===== src/rtl/datapath_arbiter.sv =====
// datapath_arbiter: two-requester arbiter that latches one op word and drives the DataPath control bundle
module datapath_arbiter #(
    parameter int ADDR_W      = 8,
    parameter int REG_W       = 4,
    parameter int ALUS_W      = 3,
    parameter int LOAD_CYCLES = 2,
    parameter int RR          = 1,
    localparam int OP_W       = 3 + ADDR_W + 3 * REG_W + ALUS_W
) (
    input  logic              Clk,
    input  logic              ResetN,
    input  logic              Req0,
    input  logic [OP_W-1:0]   Op0,
    input  logic              Req1,
    input  logic [OP_W-1:0]   Op1,
    output logic              Grant0,
    output logic              Grant1,
    output logic              Done0,
    output logic              Done1,
    output logic              Busy,
    output logic              D_Wr,
    output logic              RF_s,
    output logic              RF_W_en,
    output logic [ADDR_W-1:0] D_Addr,
    output logic [REG_W-1:0]  RF_W_Addr,
    output logic [REG_W-1:0]  RF_Ra_Addr,
    output logic [REG_W-1:0]  RF_Rb_Addr,
    output logic [ALUS_W-1:0] ALU_s
);
    localparam int CW = $clog2(LOAD_CYCLES + 1);
    localparam int WB = 3 * REG_W + ALUS_W;
    typedef enum logic {IDLE, EXEC} state_t;
    state_t            r_state;
    logic [CW-1:0]     r_cnt;
    logic [OP_W-1:0]   r_op;
    logic              r_who;
    logic              r_last;
    logic              w_pick1;
    logic [OP_W-1:0]   w_op;
    logic              w_load;
    logic              w_busy;
    logic              w_final;
    assign w_pick1 = Req1 & (!Req0 | ((RR != 0) & !r_last));
    assign w_op    = w_pick1 ? Op1 : Op0;
    assign w_load  = w_op[OP_W-2] & w_op[OP_W-3];
    assign w_busy  = r_state == EXEC;
    assign w_final = w_busy & (r_cnt == '0);
    // arbitrate in IDLE, latch the winning op, then count down its execution length
    always_ff @(posedge Clk or negedge ResetN) begin
        if (!ResetN) begin
            r_state <= IDLE;
            r_cnt   <= '0;
            r_op    <= '0;
            r_who   <= 1'b0;
            r_last  <= 1'b1;
        end else if (r_state == IDLE) begin
            if (Req0 | Req1) begin
                r_state <= EXEC;
                r_op    <= w_op;
                r_who   <= w_pick1;
                r_last  <= w_pick1;
                r_cnt   <= w_load ? CW'(LOAD_CYCLES - 1) : '0;
            end
        end else if (r_cnt == '0) begin
            r_state <= IDLE;
        end else begin
            r_cnt <= r_cnt - 1'b1;
        end
    end
    // DataPath bundle is zero outside EXEC; write enables only fire in the last EXEC cycle
    always_comb begin
        Busy       = w_busy;
        Grant0     = w_busy & !r_who;
        Grant1     = w_busy & r_who;
        Done0      = w_final & !r_who;
        Done1      = w_final & r_who;
        D_Wr       = w_final & r_op[OP_W-1];
        RF_s       = w_busy & r_op[OP_W-2];
        RF_W_en    = w_final & r_op[OP_W-3];
        D_Addr     = w_busy ? r_op[OP_W-4 -: ADDR_W] : '0;
        RF_W_Addr  = w_busy ? r_op[WB-1 -: REG_W] : '0;
        RF_Ra_Addr = w_busy ? r_op[WB-REG_W-1 -: REG_W] : '0;
        RF_Rb_Addr = w_busy ? r_op[WB-2*REG_W-1 -: REG_W] : '0;
        ALU_s      = w_busy ? r_op[ALUS_W-1:0] : '0;
    end
endmodule


===== config.mk =====
export PLATFORM = sky130hd
export DESIGN_NAME = datapath_arbiter
export DESIGN_NICKNAME = d
export VERILOG_FILES = /design/src/rtl/datapath_arbiter.sv
export SDC_FILE = /design/constraint.sdc
export NUM_CORES = 1
export LEC_CHECK = 0
export BUFFER_PORTS_ARGS = -buffer_cell sky130_fd_sc_hd__buf_2
export CORE_MARGIN = 2
export CORE_UTILIZATION = 47
export CTS_BUF_LIST = sky130_fd_sc_hd__clkbuf_2 sky130_fd_sc_hd__clkbuf_4 sky130_fd_sc_hd__clkbuf_8
export CTS_CLUSTER_SIZE = 20
export DETAILED_ROUTE_END_ITERATION = 16
export PLACE_DENSITY = 0.8
export SKIP_CTS_REPAIR_TIMING = 1
export SLEW_MARGIN = 20
export SYNTH_ARGS = -nofsm -noshare
export SYNTH_HDL_FRONTEND = slang
export SYNTH_SLANG_ARGS = --single-unit

===== constraint.sdc =====
create_clock -name Clk -period 1.6 [get_ports Clk]
set_input_delay 0.24 -clock Clk [delete_from_list [all_inputs] [get_ports Clk]]
set_output_delay 0.24 -clock Clk [all_outputs]
set_load 0.01 [all_outputs]

# After elaboration in Yosys (flattened, before gate mapping)
# Index checks and enable logic that the tools add are counted.
totals:
  reg_bits: 31
  in_bits: 56
  out_inout_bits: 31
  word_cells: 40
classes:
  add_sub_neg: 1
  eq_ne: 1
  mux: 13
  bitwise: 13
  n_reduce_logical: 7
op_table:
  columns: ["op", "count"]
  rows:
  - ["$mux 26", 1]
  - ["$mux 4", 3]
  - ["$and 1x1->1", 10]
  - ["$mux 8", 1]
  - ["$mux 2", 3]
  - ["$mux 1", 4]
  - ["$reduce_and 2->1", 2]
  - ["$logic_not 1->1", 3]
  - ["$mux 3", 1]
  - ["$logic_not 2->1", 1]
  - ["$ne 2x2->1 const B", 1]
  - ["$or 1x1->1", 2]
  - ["$reduce_bool 2->1", 1]
  - ["$sub 2x1->2 const B", 1]
  - ["$not 1->1", 1]

# Depth between registers and ports, before layout
depth:
  ltp_word: 8
  mapped_depth: 5
  mapped_depth_nobuf: 5

# Worst setup path before layout
# Ideal clock, no wire load.
synth_timing:
  path_type: "register -> register"
  startpoint: "register r_last"
  endpoint: "register r_op[6]"
  setup_ps: 121
  arrival_time_ps: 1087
  t_required_ps: 1479
  setup_slack_ps: 391
  path_stages_with_launch: 6
  path_buffers: 2
  period_less_slack_ps: 1209
  cell_sequence: "dfstp_2 -> a21boi_2 -> buf_6 -> buf_12 -> mux2i_1 -> o21ai_2"
synth_via:
  elab_chain_len: 4
synth_rtl:
  columns: ["element", "line_no", "rtl"]
  rows:
  - ["from (decl)", "37", "logic r_last;"]
  - ["from (signal assigned)", "61", "r_last <= w_pick1;"]
  - ["$logic_not 1->1", "43", "assign w_pick1 = Req1 & (!Req0 | ((RR != 0) & !r_last));"]
  - ["$or 1x1->1", "43", null]
  - ["$and 1x1->1", "43", null]
  - ["$mux 26", "44", "assign w_op = w_pick1 ? Op1 : Op0;"]
  - ["to (signal assigned)", "59", "r_op <= w_op;"]
  - ["to (decl)", "35", "logic [OP_W-1:0] r_op;"]
# No other way between the ends.
# A chain may end at the register's enable or synchronous reset.

# Worst setup path after layout
layout_timing:
  startpoint: "register r_cnt[0]"
  endpoint: "output D_Wr"
layout_via:
  elab_chain_len: 3
layout_rtl:
  columns: ["element", "line_no", "rtl"]
  rows:
  - ["from (decl)", "34", "logic [CW-1:0] r_cnt;"]
  - ["from (signal assigned)", "62", "r_cnt <= w_load ? CW'(LOAD_CYCLES - 1) : '0;"]
  - ["from (signal assigned)", "67", "r_cnt <= r_cnt - 1'b1;"]
  - ["$logic_not 2->1", "47", "assign w_final = w_busy & (r_cnt == '0);"]
  - ["$and 1x1->1", "47", null]
  - ["$and 1x1->1", "77", "D_Wr = w_final & r_op[OP_W-1];"]
  - ["to (decl)", "21", "output logic D_Wr,"]
# No other way between the ends.

==> metrics.csv <==
metric,value,unit
status,completed,
drt_iter0_markers,38,
die_w,63.7,µm
grt_antenna_before_repair,0,
root_buffer,clkbuf_4,
min-delay-start,Op0[13],
netlist_instances,172,
first_pass_iters,4,
start_kind,register,
peakVddDrop,0.758,mV
overflow,0,
post_route_cells_drive_above_1_share,0.411,
hp-class,in2reg,
cts_htree_levels,2,
grt_pass1_wl,5870,µm
critPathCaptureType,output port,
crit_type,reg2out,
max_stage_delay,0.39,ns
port_buffers,86,
ys_ff_latch,31,
layout_commonest_cell,buf_2,
leakage,1.21,nW
cp.required,1.36,ns
die-area,0.00405,mm²
via_count,1441,
rows,21,
drt-vias-per-instance,4.66,
gr-usage-met2,0.295,
skew,0.00760,ns
cts_tree,built,
top_usage_layer,met2,
drc,0,
finalNetCount,319,
antenna_left,0,
relSlewSlack,0.558,
io_pins,87,
post_drt_wl_per_cell,11.4,µm
grt_max_degree,32,
met3_usage,0.0679,
rr_startpoint,r_last,
core_area,0.00339,mm²
die_y,63.7,µm
finalHoldViolCount,0,
routed_wl,3510,µm
fin_crit_sh,0.929,
grt_pass1_vias,1369,
slew_violations,0,
clock.fmax,673,MHz
gp_congestion,0.733,
gr-usage-all-layers,0.187,
cts.path.max_buffers,2,
maxCapViolCount,0,
worstSetupStartpoint,r_cnt[0],
tightest_slew,0.663,ns
synth_nets,229,
cts_buffers,5,
path_cells,"inv_1, ha_4, and3_1, buf_2",
p_per_area,1680,mW/mm²
syn_area_per_cell,9.73,µm²
syn_area,0.00167,mm²
clock-sinks,31,
n_antenna_cell,0,
start_util,0.494,
area_growth,34.1,%
whs,0.190,ns
use_met1,0.239,
clock_latency,0.31,ns
yosys_warnings,0,
p_total,0.00378,W
cp_max_fo,6,
ys_seq_area_frac,0.464,
path_clk_slew,0.09,ns
synthDistinctLibCells,28,
hpwl,2750,µm
cpMaxStageDelayCell,dfrtp_1,
utilization,0.662,
most-common-layout-cells,"86 x buf_2, 30 x dfrtp_1, 29 x nand2_1",
fin_crit,1.49,ns
crit_arrival,1.25,ns
setup_violations,0,
==> cell families (layout without fill, tap and decap cells) <==
logic type	Yosys count	count (layout)	share of synthesized area
mux	26	26	0.156
compound gates	34	34	0.114
xor+xnor	1	1	0.00524
buf+inv	15	106	0.0613
flops	31	31	0.464
fa+ha+maj	1	1	0.00748
simple gates	64	64	0.191
==> metal layers <==
metal	vias up	wire length, µm
met4	0	29
met1	625	1590
met5	-	0
met3	2	292
met2	57	1600
li1	757	-
==> registers in the layout, summed over array words and instances (netlist names) <==
signal	cells
r_who	1
r_last	1
r_cnt	2
r_op	26
Busy	1
==> final cells by class <==
cell class / instances / area, µm²
Timing Repair Buffer: 95 / 513
Tap cell: 46 / 57.6
Sequential cell: 31 / 777
Multi-Input combinational cell: 126 / 825
Fill cell: 309 / 1150
Clock buffer: 8 / 60.1
Inverter: 3 / 11.3
==> through the flow <==
| stage | TNS [ns] | instance area [µm²] | std cells | setup slack [ns] |
|---|---|---|---|---|
| after global routing | -0.0111 | 2240 | 309 | -0.0111 |
| after detailed placement | 0 | 2150 | 299 | 0.168 |
| after floorplan | 0 | 1670 | 172 | 0.391 |
| after CTS | -0.0777 | 2210 | 307 | -0.0283 |
| final | 0 | 2240 | 309 | 0.114 |
| after global placement | 0 | 2150 | 299 | 0.251 |
==> cells in the mapped netlist (all sizes together) <==
library cell,count,area share
a21boi,1,0.0067
a21oi,2,0.0060
a22o,1,0.0052
a31oi,1,0.0037
and2,25,0.093
and3,4,0.016
buf,7,0.043
clkbuf,5,0.012
dfrtp,30,0.45
dfstp,1,0.016
ha,1,0.0075
inv,3,0.0067
mux2i,26,0.16
nand2,29,0.065
nand2b,1,0.0037
nand3,1,0.0030
nor2,3,0.0067
nor4,1,0.0037
o21ai,27,0.083
o21bai,1,0.0045
o31a,1,0.0052
xor2,1,0.0052
==> worst max-delay path: cells and delay by family (launching register included) <==
kind / cells / cell delay [ns]
flip-flops: 1 / 0.39
buffers and inverters: 2 / 0.22
adder cells (fa/ha/maj): 1 / 0.18
AND/OR/NAND/NOR: 1 / 0.15
==> path summary, 6_finish.rpt <==
check / to / slack, ns / depth (start not counted)
worst max register to register: r_op[3] / 0.25 / 4
worst min register to register: r_op[21] / 0.48 / 2
min in group asynchronous: r_op[0] / 0.50 / 2
max in group asynchronous: r_op[18] / 0.67 / 2
worst min-delay path: r_op[13] / 0.19 / 3
worst max-delay path: D_Wr / 0.11 / 4
==> power by group <==
part | total (W) | internal (W) | switching [W]
Sequential | 0.00138 | 0.00118 | 0.000199
Combinational | 0.00195 | 0.000932 | 0.00102
Clock | 0.000450 | 0.000226 | 0.000225
Total | 0.00378 | 0.00233 | 0.00144
Power figures use the tool's default switching activity.
